===== src/rtl/mem_bus_arbiter.sv =====
// Two-port (fetch / load-store) arbiter for a single external memory bus.
// Optional bus wait timeout is enabled by defining BUS_TIMEOUT_EN.
module mem_bus_arbiter #(
  parameter int AW      = 32,
  parameter int DW      = 32,
  parameter int TIMEOUT = 255
) (
  input  logic            clk,
  input  logic            rst,
  input  logic            i_i_req,
  input  logic [AW-1:0]   i_i_addr,
  output logic            o_i_ack,
  output logic [DW-1:0]   o_i_rdata,
  output logic            o_i_err,
  output logic            o_i_stall,
  input  logic            i_d_req,
  input  logic            i_d_we,
  input  logic [AW-1:0]   i_d_addr,
  input  logic [DW-1:0]   i_d_wdata,
  input  logic [DW/8-1:0] i_d_be,
  output logic            o_d_ack,
  output logic [DW-1:0]   o_d_rdata,
  output logic            o_d_err,
  output logic            o_d_stall,
  output logic            o_bus_req,
  output logic            o_bus_we,
  output logic [AW-1:0]   o_bus_addr,
  output logic [DW-1:0]   o_bus_wdata,
  output logic [DW/8-1:0] o_bus_be,
  input  logic            i_bus_ack,
  input  logic [DW-1:0]   i_bus_rdata
);

  typedef enum logic [1:0] {IDLE, IBUSY, DBUSY} state_t;

  if (TIMEOUT < 1 || TIMEOUT > 65535) begin : g_bad_timeout
    $error("mem_bus_arbiter: TIMEOUT must be in 1..65535");
  end

  state_t state;
  logic   last_gnt;   // 1 = D-port held the bus last
  logic   timeout;
  logic   grant_d;
  logic   done;

`ifdef BUS_TIMEOUT_EN
  logic [15:0] wait_cnt;

  // Fires on the TIMEOUT-th busy cycle without an ack; a real ack wins.
  assign timeout = (state != IDLE) && !i_bus_ack && (wait_cnt == 16'(TIMEOUT - 1));

  always_ff @(posedge clk or posedge rst) begin
    if (rst)
      wait_cnt <= '0;
    else if (state == IDLE)
      wait_cnt <= '0;
    else if (!i_bus_ack)
      wait_cnt <= wait_cnt + 16'd1;
  end
`else
  assign timeout = 1'b0;
`endif

  // Round-robin only matters on a conflict: D wins unless it went last.
  assign grant_d = i_d_req && (!i_i_req || !last_gnt);
  assign done    = (state != IDLE) && (i_bus_ack || timeout);

  always_ff @(posedge clk or posedge rst) begin
    if (rst) begin
      state       <= IDLE;
      last_gnt    <= 1'b0;
      o_bus_req   <= 1'b0;
      o_bus_we    <= 1'b0;
      o_bus_addr  <= '0;
      o_bus_wdata <= '0;
      o_bus_be    <= '0;
    end else begin
      case (state)
        IDLE: begin
          if (i_i_req || i_d_req) begin
            o_bus_req <= 1'b1;
            last_gnt  <= grant_d;
            if (grant_d) begin
              state       <= DBUSY;
              o_bus_we    <= i_d_we;
              o_bus_addr  <= i_d_addr;
              o_bus_wdata <= i_d_wdata;
              o_bus_be    <= i_d_be;
            end else begin
              state       <= IBUSY;
              o_bus_we    <= 1'b0;
              o_bus_addr  <= i_i_addr;
              o_bus_wdata <= '0;
              o_bus_be    <= '1;
            end
          end
        end
        IBUSY, DBUSY: begin
          if (done) begin
            state     <= IDLE;
            o_bus_req <= 1'b0;
          end
        end
        default: begin
          state     <= IDLE;
          o_bus_req <= 1'b0;
        end
      endcase
    end
  end

  assign o_i_ack   = done && (state == IBUSY);
  assign o_d_ack   = done && (state == DBUSY);
  assign o_i_err   = timeout && (state == IBUSY);
  assign o_d_err   = timeout && (state == DBUSY);
  assign o_i_rdata = timeout ? '0 : i_bus_rdata;
  assign o_d_rdata = timeout ? '0 : i_bus_rdata;
  assign o_i_stall = i_i_req && !o_i_ack;
  assign o_d_stall = i_d_req && !o_d_ack;

endmodule


===== config.mk =====
export PLATFORM = sky130hd
export DESIGN_NAME = mem_bus_arbiter
export DESIGN_NICKNAME = d
export VERILOG_FILES = /design/src/rtl/mem_bus_arbiter.sv
export SDC_FILE = /design/constraint.sdc
export NUM_CORES = 1
export LEC_CHECK = 0
export BUFFER_PORTS_ARGS = -buffer_cell sky130_fd_sc_hd__buf_2
export CORE_AREA = 2 2 109 111
export DETAILED_ROUTE_END_ITERATION = 7
export DIE_AREA = 0 0 111 113
export GPL_TIMING_DRIVEN = 0
export MAX_ROUTING_LAYER = met4
export PLACE_DENSITY_LB_ADDON = 0.05
export SYNTH_ARGS = -nofsm -noshare
export SYNTH_HDL_FRONTEND = slang
export SYNTH_SLANG_ARGS = --single-unit

===== constraint.sdc =====
create_clock -name clk -period 4.05 [get_ports clk]
set_input_delay 0.6075 -clock clk [delete_from_list [all_inputs] [get_ports clk]]
set_output_delay 0.6075 -clock clk [all_outputs]
set_load 0.01 [all_outputs]

Yosys cells after proc, flatten, opt, wreduce, memory -nomap -nowiden
Cells that the tools add are included.
{ "op_classes": {"eq_ne": 4, "mux": 11, "reduce_logical": 17} }
{ "op_table": {"columns": ["operator", "count"], "rows": [
  ["$mux W32", 2],
  ["$logic_and A1 B1 Y1", 6],
  ["$mux W2", 3],
  ["$logic_not A1 Y1", 4],
  ["$mux W4", 1],
  ["$ne A2 B2 Y1 const B", 2],
  ["$pmux W2 S2", 1],
  ["$reduce_and A2 Y1", 2],
  ["$mux W1", 3],
  ["$eq A2 B1 Y1 const B", 1],
  ["$eq A2 B2 Y1 const B", 1],
  ["$logic_not A2 Y1", 1],
  ["$logic_or A1 B1 Y1", 2],
  ["$pmux W1 S2", 1],
  ["$reduce_bool A2 Y1", 1],
  ["$reduce_or A2 Y1", 1]
]} }
{ "totals": {"ff_bits": 73, "input_bits": 138} }

Longest topological paths before layout
Gate-level depths: netlist of run 1.
{ "depth": {"depth_word": 6, "ltp_mapped": 7, "depth_no_buf": 5} }

Worst setup path before layout of run 1
OpenSTA, ideal clock, no wires.
{ "synth_path": {"kind": "input to output", "from": "in i_bus_ack", "to": "out o_d_stall", "arrival_time_ps": 1108, "n_path_buf": 0, "path_stages": 3, "setup_slack_ps": 2335, "t_required_ps": 3442, "path_cell_list": "nor2b_1 > and2_1 > nor2b_1"} }
{ "synth_between": {"elab_chain_len": 4} }
{ "synth_lines": {"columns": ["element", "line_no", "rtl"], "rows": [
  ["start: declaration", "30", "input logic i_bus_ack,"],
  ["$logic_and A1 B1 Y1", "66", "assign done = (state != IDLE) && (i_bus_ack || timeout);"],
  ["$logic_and A1 B1 Y1", "113", "assign o_d_ack = done && (state == DBUSY);"],
  ["net o_d_ack", "21", "output logic o_d_ack,"],
  ["$logic_not A1 Y1", "119", "assign o_d_stall = i_d_req && !o_d_ack;"],
  ["$logic_and A1 B1 Y1", "119", null],
  ["end: declaration", "24", "output logic o_d_stall,"]
]} }
The timed path passes the listed nets, and every way through them passes these cells.

Worst setup path after layout of run 1
{ "layout_path": {"from": "reg state[0]", "to": "out o_d_stall"} }
{ "layout_between": {"elab_chain_len": 5} }
{ "layout_lines": {"columns": ["element", "line_no", "rtl"], "rows": [
  ["start: declaration", "40", "state_t state;"],
  ["start signal: assignment", "70", "state <= IDLE;"],
  ["start signal: assignment", "84", "state <= DBUSY;"],
  ["start signal: assignment", "90", "state <= IBUSY;"],
  ["$reduce_bool A2 Y1", "66", null],
  ["$logic_and A1 B1 Y1", "66", null],
  ["$logic_and A1 B1 Y1 (*)", "113", null],
  ["$logic_not A1 Y1 (*)", "119", null],
  ["$logic_and A1 B1 Y1 (*)", "119", null]
]} }
Mark *: on every way between the ends. The rest lies on a longest branch, timed or not.

==> results of run 1 <==
## sequential cells by signal (all words and copies together), names as in the netlist
register     cells
o_bus_we         1
o_bus_addr      32
state            2
o_bus_be         4
last_gnt         1
o_bus_wdata     32
o_bus_req        1
## metal layers
| metal | GRT usage [%] | up-vias | wire [um] |
|---|---|---|---|
| met3 | 4.55 | 10 | 834 |
| met5 | - | - | 0 |
| li1 | - | 1645 | - |
| met2 | 25.8 | 164 | 4780 |
| met4 | 6.42 | 0 | 140 |
| met1 | 21.4 | 1518 | 4620 |
## path summary, 6_finish.rpt
check / startpoint / end / slack [ns] / cells past startpoint
setup / recovery: state[0]$_DFFE_PP0P_ / o_d_stall / 1.97 / 6
hold / removal: rst / o_bus_wdata[23]$_DFFE_PP0P_ / 0.29 / 2
setup reg to reg: state[0]$_DFFE_PP0P_ / o_bus_wdata[19]$_DFFE_PP0P_ / 2.34 / 6
hold reg to reg: o_bus_be[1]$_DFFE_PP0P_ / o_bus_be[1]$_DFFE_PP0P_ / 0.49 / 1
max in group asynchronous: rst / o_bus_req$_DFFE_PP0P_ / 3.18 / 3
min in group clk: o_bus_be[1]$_DFFE_PP0P_ / o_bus_be[1]$_DFFE_PP0P_ / 0.49 / 1
## final cells by class
cell class | count | area (sq um)
timing repair buffer | 244 | 1240
tap | 143 | 179
clock buffer | 10 | 229
fill | 1082 | 5950
buffer | 87 | 618
clock inverter | 6 | 130
inverter | 3 | 13.8
sequential | 73 | 1830
multi-input combinational | 191 | 1080
## metrics by stage
step                instance area (sq um)  power (uW)  hold WS (ns)  worst slack (ns)  utilization [%]
CTS                                  5320        3870         0.300              1.94             47.2
finish                               5320        3820         0.293              1.97             47.2
global route                         5320        4100         0.318              1.83             47.2
floorplan                            3540        2220         0.523              1.59                -
global placement                     4940        2870         0.465             0.552             43.8
detailed placement                   4960        2890         0.476              2.06             44.0
## cell families after synthesis
logic type / Yosys count / synth area share, %
AOI/OAI and AO/OA: 108 / 20.0
buffers and inverters: 90 / 17.8
and+or+nand+nor: 75 / 8.45
DFF: 73 / 51.6
adders and majority gates: 4 / 1.41
muxes: 2 / 0.601
other: 1 / 0.106
## power groups by stage
stage | combinational (uW) | sequential, uW | clock [uW]
6_report | 1570 | 1280 | 963
4_1_cts | 1610 | 1280 | 981
5_1_grt | 1750 | 1330 | 1020
3_3_place_gp | 1590 | 1280 | 0
2_1_floorplan | 759 | 1460 | 0
3_5_place_dp | 1600 | 1280 | 0
## cells in the final DEF (no fill, tap or decap), types with 4 or more instances in the layout
master                      instances
sky130_fd_sc_hd__buf_2            254
sky130_fd_sc_hd__dfrtp_1           73
sky130_fd_sc_hd__buf_4             66
sky130_fd_sc_hd__a21oi_1           64
sky130_fd_sc_hd__nand2_1           35
sky130_fd_sc_hd__a22o_1            33
sky130_fd_sc_hd__nor2_1            33
sky130_fd_sc_hd__clkbuf_16          9
sky130_fd_sc_hd__clkbuf_1           7
sky130_fd_sc_hd__o22a_1             4
sky130_fd_sc_hd__buf_6              4
sky130_fd_sc_hd__ha_1               4
sky130_fd_sc_hd__bufinv_16          4
## worst max-delay path: stages (launching register included)
cell and delay (ns):
sky130_fd_sc_hd__dfrtp_1 0.38, sky130_fd_sc_hd__inv_1 0.12, sky130_fd_sc_hd__ha_1 0.20, sky130_fd_sc_hd__nor2b_1 0.06, sky130_fd_sc_hd__and2_1 0.16, sky130_fd_sc_hd__nor2b_1 0.10
sky130_fd_sc_hd__buf_2 0.13
==> out/results.tsv, run 1 <==
metric	value	unit
cts_resized	0	
post-synth-top-count-cell	sky130_fd_sc_hd__dfrtp_1	
io_pins	278	
report.final.hold_viol_count	0	
setup.worst_path.class	register to primary output	
grt_start_max_net_pins	42	
clk_pin_slew_worst_paths	0.06	ns
synth_largest_type_area_fraction	51.6	%
detailed_place_hpwl	7.96	mm
post_route_cells_drive_above_1_share	56.0	%
drt-vias-per-instance	4.41	
floorplan.core_area	0.0113	sq mm
transition_time_of_the_tightest_slew_check_pin	0.537	ns
syn_avg_cell_area	10.0	sq um
maxClockFrequency	481	MHz
remaining_drc_errors	0	
power.net_switching	1350	uW
cts_buffers	9	
firstDrtPassIters	4	
period_needed	2.08	ns
synth_top_cells_by_count	sky130_fd_sc_hd__dfrtp_1 (73), sky130_fd_sc_hd__buf_4 (66), sky130_fd_sc_hd__a21oi_1 (64)	
cts_buffer_depth	2	
cap_viol_max_count	0	
leakage_power	0.00292	uW
required	3.44	ns
finish.cell_count_without_fillers	757	
start_util	31.4	%
number_of_setup_buffers_added_after_cts	0	
combinationalPowerShare	41.2	%
cts_max_level	3	
postSynthRegisterBits	73	
irDropWorstVdd	0.338	mV
pwr-share-clk	25.2	%
cts_num_sinks	73	
floorplan.die.height	113	um
skew	0.00497	ns
routabilityCongestion	0.768	
netlist_instances	353	
nNetsFinal	751	
ys.flop_type	sky130_fd_sc_hd__dfrtp_1	
clk_root_buffer_cell	sky130_fd_sc_hd__clkbuf_16	
die_w	111	um
grt_antenna_before_repair	0	
clock_latency	0.33	ns
grt_usage	16.8	%
row_count	39	
design.die.area	0.0125	sq mm
gr-total-overflow	0	
insertedDiodeCount	0	
synthDistinctLibCells	25	
vias_in_the_first_global_route	3301	
cp-start-kind	register	
grt_first_pass_wirelength	16.2	mm
p_per_area	718	mW/mm^2
routedWlPerCell	13.7	um
timing.critical_path.to_type	primary output	
yosys_warnings	0	
tritoncts	built	
run_status	finished clean	
wirelength	10.4	mm
setup_repair_after_global_routing_missed_its_margin	false	
timing.critical_path.fanout_max	4	
via_count	3337	
setup_violations	0	
power.internal	2470	uW
dp.cells	741	
post_synth_top_area_cell	sky130_fd_sc_hd__dfrtp_1	
ctsHoldBuffers	0	
antenna_left	0	
layout-area-overhead-vs-synth	50.3	%
mappedNetlistArea	0.00354	sq mm
power.share.sequential	33.6	%
worstHoldPathType	input port to asynchronous set/reset pin	
drv_slew	0	
edff_count_synth	0	
numPortBuffers	243	
synth.yosys.seq_area_share	51.6	%
cp_data_arrival_time	1.47	ns
detailedRoute.firstIterationViolations	122	
fin_crit_sh	51.4	%
slew_headroom	64.2	%
tns	0	ns
synthArstFlopShare	100	%
sw_frac_of_total	35.4	%
synth.area.top_cells	sky130_fd_sc_hd__dfrtp_1 (52%), sky130_fd_sc_hd__buf_4 (14%), sky130_fd_sc_hd__a21oi_1 (9.1%), sky130_fd_sc_hd__a22o_1 (8.2%), sky130_fd_sc_hd__nand2_1 (3.7%)	
No activity file was read; power rests on OpenSTA's default activity.
==> inputs of run 2 (changes only) <==
==> constraint.sdc (replaced) <==
create_clock -name clk -period 1.8 [get_ports clk]
set_input_delay 0.27 -clock clk [delete_from_list [all_inputs] [get_ports clk]]
set_output_delay 0.27 -clock clk [all_outputs]
set_load 0.01 [all_outputs]
==> out/results.tsv, run 2 (synthesized netlist as in run 1, its figures left out) <==
metric	value	unit	change
grt_start_max_net_pins	40		was 42
gr-total-overflow	0		unchanged
grt_antenna_before_repair	0		unchanged
tns	0	ns	unchanged
detailedRoute.firstIterationViolations	113		was 122
cp-start-kind	register		unchanged
floorplan.die.height	113	um	unchanged
skew	0.00352	ns	was 0.00497 ns
antenna_left	0		unchanged
cts_buffers	9		unchanged
clk_pin_slew_worst_paths	0.06	ns	about the same
numPortBuffers	243		unchanged
maxClockFrequency	589	MHz	
grt_first_pass_wirelength	16.2	mm	about the same
routedWlPerCell	13.7	um	about the same
remaining_drc_errors	0		unchanged
cts_num_sinks	73		unchanged
report.final.hold_viol_count	0		unchanged
period_needed	1.70	ns	
via_count	3373		was 3,337
startpoint	state[0]$_DFFE_PP0P_		unchanged
tritoncts	built		unchanged
worst_r2r_path_depth	6		unchanged
cts_buffer_depth	2		unchanged
p_per_area	1560	mW/mm^2	was 718 mW/mm^2
end_of_the_critical_path	o_i_stall		was o_d_stall
run_status	finished clean		unchanged
layout.filler_cells	1109		was 1,082
wirelength	10.4	mm	about the same
timing.critical_path.to_type	primary output		unchanged
fin_util	46.8	%	was 47.2%
detailed_place.area	0.00496	sq mm	about the same
slowest_delay	0.39	ns	was 0.38 ns
worstHoldPathType	input port to asynchronous set/reset pin		unchanged
setup.worst_path.class	register to primary output		unchanged
regToRegEndpoint	o_bus_wdata[23]$_DFFE_PP0P_		was o_bus_wdata[19]$_DFFE_PP0P_
die_w	111	um	unchanged
post_route_cells_drive_above_1_share	57.0	%	was 56.0%
layout.cells.most_common_list	sky130_fd_sc_hd__buf_2 (253), sky130_fd_sc_hd__dfrtp_1 (73), sky130_fd_sc_hd__buf_4 (67)		was sky130_fd_sc_hd__buf_2 (254), sky130_fd_sc_hd__dfrtp_1 (73), sky130_fd_sc_hd__buf_4 (66)
insertedDiodeCount	0		unchanged
crit_top_cell	sky130_fd_sc_hd__nor2b_1		unchanged
final-seq-area	0.00183	sq mm	unchanged
design.die.area	0.0125	sq mm	unchanged
layout-area-overhead-vs-synth	49.1	%	was 50.3%
cp_cell_sequence	inv_2, ha_2, nor2b_1, and2_1, nor2b_1, buf_2		was inv_1, ha_1, nor2b_1, and2_1, nor2b_1, buf_2
drt-vias-per-instance	4.46		was 4.41
critical-path-slowest-cell	sky130_fd_sc_hd__dfrtp_1		unchanged
cp_data_arrival_time	1.43	ns	was 1.47 ns
start_util	31.4	%	unchanged
finalInstanceArea	0.00527	sq mm	was 0.00532 sq mm
grt_usage	16.6	%	was 16.8%
irDropWorstVdd	0.852	mV	was 0.338 mV
vias_in_the_first_global_route	3226		was 3,301
setup_violations	0		unchanged
clock_latency	0.32	ns	was 0.33 ns
slew_headroom	46.4	%	was 64.2%
leakage_power	0.00289	uW	was 0.00292 uW
reg2reg_setup_slack	0.14	ns	was 2.34 ns
required	1.53	ns	was 3.44 ns
fin_crit_sh	94.3	%	
design_power_total	8240	uW	was 3820 uW
cts_max_level	3		unchanged
transition_time_of_the_tightest_slew_check_pin	0.802	ns	was 0.537 ns
r2r_start	state[0]$_DFFE_PP0P_		unchanged
io_pins	278		unchanged
nNetsFinal	751		unchanged
reg_top3	o_bus_addr: 32 flops, o_bus_wdata: 32 flops, o_bus_be: 4 flops		unchanged
timing.critical_path.fanout_max	4		unchanged
detailed_place_hpwl	7.96	mm	about the same
clk_root_buffer_cell	sky130_fd_sc_hd__clkbuf_16		unchanged
multi_input_area	0.00109	sq mm	was 0.00108 sq mm
floorplan.core_area	0.0113	sq mm	unchanged
routabilityCongestion	0.758		was 0.768
final_common_cell	sky130_fd_sc_hd__buf_2		unchanged
row_count	39		unchanged
firstDrtPassIters	4		unchanged
cap_viol_max_count	0		unchanged
drv_slew	0		unchanged
ctsHoldBuffers	0		unchanged
run 2: cell count changes in the layout (fill, tap and decap cells not counted), sizes merged:
| cell | before | now |
|---|---|---|
| bufinv | 4 | 1 |
| clkinvlp | 0 | 3 |
| clkinv | 2 | 3 |
| inv | 3 | 2 |
run 2: where the power goes:
| group | switching (uW) | internal, uW | leakage, uW |
|---|---|---|---|
| Combinational | 1950 | 1610 | 0.00186 |
| Clock | 690 | 1110 | 0.000145 |
| Sequential | 420 | 2470 | 0.000879 |
| Total | 3060 | 5190 | 0.00289 |
run 2: area by class of cell:
class / count / share of cell area (%)
flip-flops and latches: 73 / 34.6
repair buffers: 244 / 23.4
multi-input cells: 191 / 20.6
plain buffers: 87 / 11.8
clock buffers: 10 / 4.53
well taps: 143 / 3.39
clock inverters: 6 / 1.28
inverters: 3 / 0.285
run 2: routing by layer:
layer	wire [um]	track usage (%)	up-vias	part of all wire (%)
met5	0	-	-	0
met4	172	5.58	0	1.7
met3	995	5.25	15	9.6
met2	4780	25.0	168	46
met1	4440	21.4	1545	43
li1	-	-	1645	-
run 2: worst max-delay path: cells and delay by family, from the launching register on:
kind	cells	cell delay, ns
DFF	1	0.39
adders and majority gates	1	0.18
and+or+nand+nor	3	0.31
buffers and inverters	2	0.22
run 2: how the worst min path moves through the flow:
| stage | cells after the start | endpoint |
|---|---|---|
| final | 2 | o_bus_wdata[14]$_DFFE_PP0P_ |
| after global routing | 2 | o_bus_wdata[14]$_DFFE_PP0P_ |
| after CTS | 2 | o_bus_wdata[14]$_DFFE_PP0P_ |
| after detailed placement | 2 | o_bus_wdata[14]$_DFFE_PP0P_ |
| after global placement | 1 | o_bus_be[1]$_DFFE_PP0P_ |
| after floorplan | 2 | o_bus_addr[29]$_DFFE_PP0P_ |
run 2: what timing repair did:
action,CTS,global route
resized for setup,0,9
setup buffers,0,0
endpoints found under the setup margin,0,56
run 2: stage by stage:
step / setup WS, ns / hold WS (ns) / instances
after floorplan: 0.327 / 0.399 / 354
after global placement: 0.0620 / 0.466 / 740
after detailed placement: 0.0572 / 0.466 / 741
after CTS: 0.0376 / 0.109 / 757
after global routing: -0.00177 / 0.143 / 757
final: 0.103 / 0.0931 / 757
==> inputs of run 3 (changes only) <==
--- a/config.mk
+++ b/config.mk
@@ -11,7 +11,7 @@
 export DIE_AREA = 0 0 111 113
 export GPL_TIMING_DRIVEN = 0
 export MAX_ROUTING_LAYER = met4
-export PLACE_DENSITY_LB_ADDON = 0.05
+export PLACE_DENSITY = 0.71
 export SYNTH_ARGS = -nofsm -noshare
 export SYNTH_HDL_FRONTEND = slang
 export SYNTH_SLANG_ARGS = --single-unit
==> out/results.tsv, run 3 (synthesized netlist as in run 1, its figures left out) <==
metric	value	unit	change
run_status	finished clean		unchanged
grt_first_pass_wirelength	17.4	mm	was 16.2 mm
r2r_start	state[0]$_DFFE_PP0P_		unchanged
skew	0.00804	ns	was 0.00352 ns
insertedDiodeCount	0		unchanged
report.final.hold_viol_count	0		unchanged
critical-path-slowest-cell	sky130_fd_sc_hd__dfrtp_1		unchanged
cap_viol_max_count	0		unchanged
slowest_delay	0.39	ns	about the same
clk_root_buffer_cell	sky130_fd_sc_hd__clkbuf_16		unchanged
die_w	111	um	unchanged
design.die.area	0.0125	sq mm	unchanged
detailed_place.area	0.00496	sq mm	unchanged
clk_pin_slew_worst_paths	0.06	ns	about the same
drt-vias-per-instance	4.61		was 4.46
finalInstanceArea	0.00537	sq mm	was 0.00527 sq mm
ctsHoldBuffers	0		unchanged
grt_usage	17.6	%	was 16.6%
io_pins	278		unchanged
cp_cell_sequence	inv_2, ha_2, nor2b_1, and2_1, nor2b_1, buf_2		unchanged
antenna_left	0		unchanged
leakage_power	0.00294	uW	was 0.00289 uW
cts_max_level	3		unchanged
drv_slew	0		unchanged
routedWlPerCell	14.3	um	was 13.7 um
period_needed	1.72	ns	was 1.70 ns
detailedRoute.firstIterationViolations	220		was 113
detailed_place_hpwl	8.43	mm	was 7.96 mm
start_util	31.4	%	unchanged
numPortBuffers	243		unchanged
required	1.53	ns	about the same
timing.critical_path.to_type	primary output		unchanged
final_common_cell	sky130_fd_sc_hd__buf_2		unchanged
worstHoldPathType	input port to asynchronous set/reset pin		unchanged
slew_headroom	50.3	%	was 46.4%
nNetsFinal	755		was 751
cp_data_arrival_time	1.45	ns	was 1.43 ns
remaining_drc_errors	0		unchanged
worstPathBufferInverterCount	2		unchanged
layout.filler_cells	1048		was 1,109
timing.critical_path.fanout_max	4		unchanged
wirelength	10.9	mm	was 10.4 mm
vias_in_the_first_global_route	3543		was 3,226
reg_top3	o_bus_addr: 32 flops, o_bus_wdata: 32 flops, o_bus_be: 4 flops		unchanged
firstDrtPassIters	4		unchanged
crit_top_cell	sky130_fd_sc_hd__nor2b_1		unchanged
dp_slack	-0.0712	ns	was 0.0572 ns
grt_start_max_net_pins	42		was 40
irDropWorstVdd	0.911	mV	was 0.852 mV
fin_util	47.6	%	was 46.8%
transition_time_of_the_tightest_slew_check_pin	0.744	ns	was 0.802 ns
gr-total-overflow	0		unchanged
tritoncts	built		unchanged
cp-start-kind	register		unchanged
startpoint	state[0]$_DFFE_PP0P_		unchanged
setup.worst_path.class	register to primary output		unchanged
cts_num_sinks	73		unchanged
cpLargestDelayFamily	flip-flops		unchanged
whs	0.0653	ns	was 0.0931 ns
clock_latency	0.33	ns	was 0.32 ns
layout-area-overhead-vs-synth	51.7	%	was 49.1%
row_count	39		unchanged
layout_setup_ws	0.0835	ns	was 0.103 ns
p_per_area	1620	mW/mm^2	was 1560 mW/mm^2
routabilityCongestion	0.863		was 0.758
cts_buffers	9		unchanged
setup_violations	0		unchanged
grt_antenna_before_repair	0		unchanged
via_count	3509		was 3,373
fin_crit_sh	95.4	%	was 94.3%
cts_buffer_depth	2		unchanged
floorplan.core_area	0.0113	sq mm	unchanged
floorplan.die.height	113	um	unchanged
maxClockFrequency	583	MHz	was 589 MHz
layout.cells.most_common_list	sky130_fd_sc_hd__buf_2 (253), sky130_fd_sc_hd__dfrtp_1 (73), sky130_fd_sc_hd__buf_4 (71)		was sky130_fd_sc_hd__buf_2 (253), sky130_fd_sc_hd__dfrtp_1 (73), sky130_fd_sc_hd__buf_4 (67)
post_route_cells_drive_above_1_share	57.6	%	was 57.0%
==> run 3: cell types whose count changed in the layout (fill, tap and decap cells not counted), sizes merged <==
cell      previous run  this run
buf                325       329
bufinv               1         3
clkbuf              16        18
clkinv               3         0
clkinvlp             3         2
==> run 3: metrics by stage <==
step,power (uW),cells,TNS (ns)
6_report,8720,761,0
5_1_grt,9310,761,-0.00537
4_1_cts,8760,757,0
3_5_place_dp,6550,741,-1.59
3_3_place_gp,6440,740,-0.632
2_1_floorplan,5000,354,0
==> run 3: what timing repair did <==
item                       CTS  global route
buffers inserted             0             4
setup endpoints to repair   42            43
resized for setup            3             6
==> run 3: cell type report <==
type	count	area [sq um]	share of cell area, %
buffer	87	624	11.6
clock buffer	12	267	4.97
clock inverter	4	97.6	1.82
inverter	3	15.0	0.280
multi-input combinational	191	1090	20.3
sequential	73	1830	34.0
tap	143	179	3.33
timing repair buffer	248	1270	23.6
==> run 3: per-layer routing <==
metal  global-route usage, %  routed length (um)  vias to the layer above
li1                        -                   -                     1657
met4                    4.83                 150                        0
met1                    21.1                4380                     1628
met5                       -                   0                        -
met3                    5.20                1090                       18
met2                    29.3                5270                      206
==> run 3: final timing paths <==
kind / to / slack [ns] / cells after the start
max: o_i_stall / 0.08 / 6
min: o_bus_addr[27]$_DFFE_PP0P_ / 0.07 / 2
max reg2reg: o_bus_addr[7]$_DFFE_PP0P_ / 0.17 / 7
min reg2reg: o_bus_wdata[23]$_DFFE_PP0P_ / 0.49 / 1
max in group asynchronous: o_bus_wdata[20]$_DFFE_PP0P_ / 1.11 / 3
min in group clk: o_bus_wdata[8]$_DFFE_PP0P_ / 0.17 / 2
==> run 3: power by group <==
part | switching (uW) | leakage, uW | internal [uW] | total [uW]
clock network | 671 | 0.000175 | 1470 | 2140
logic | 2010 | 0.00189 | 1650 | 3660
registers | 449 | 0.000879 | 2470 | 2920
total | 3130 | 0.00294 | 5590 | 8720
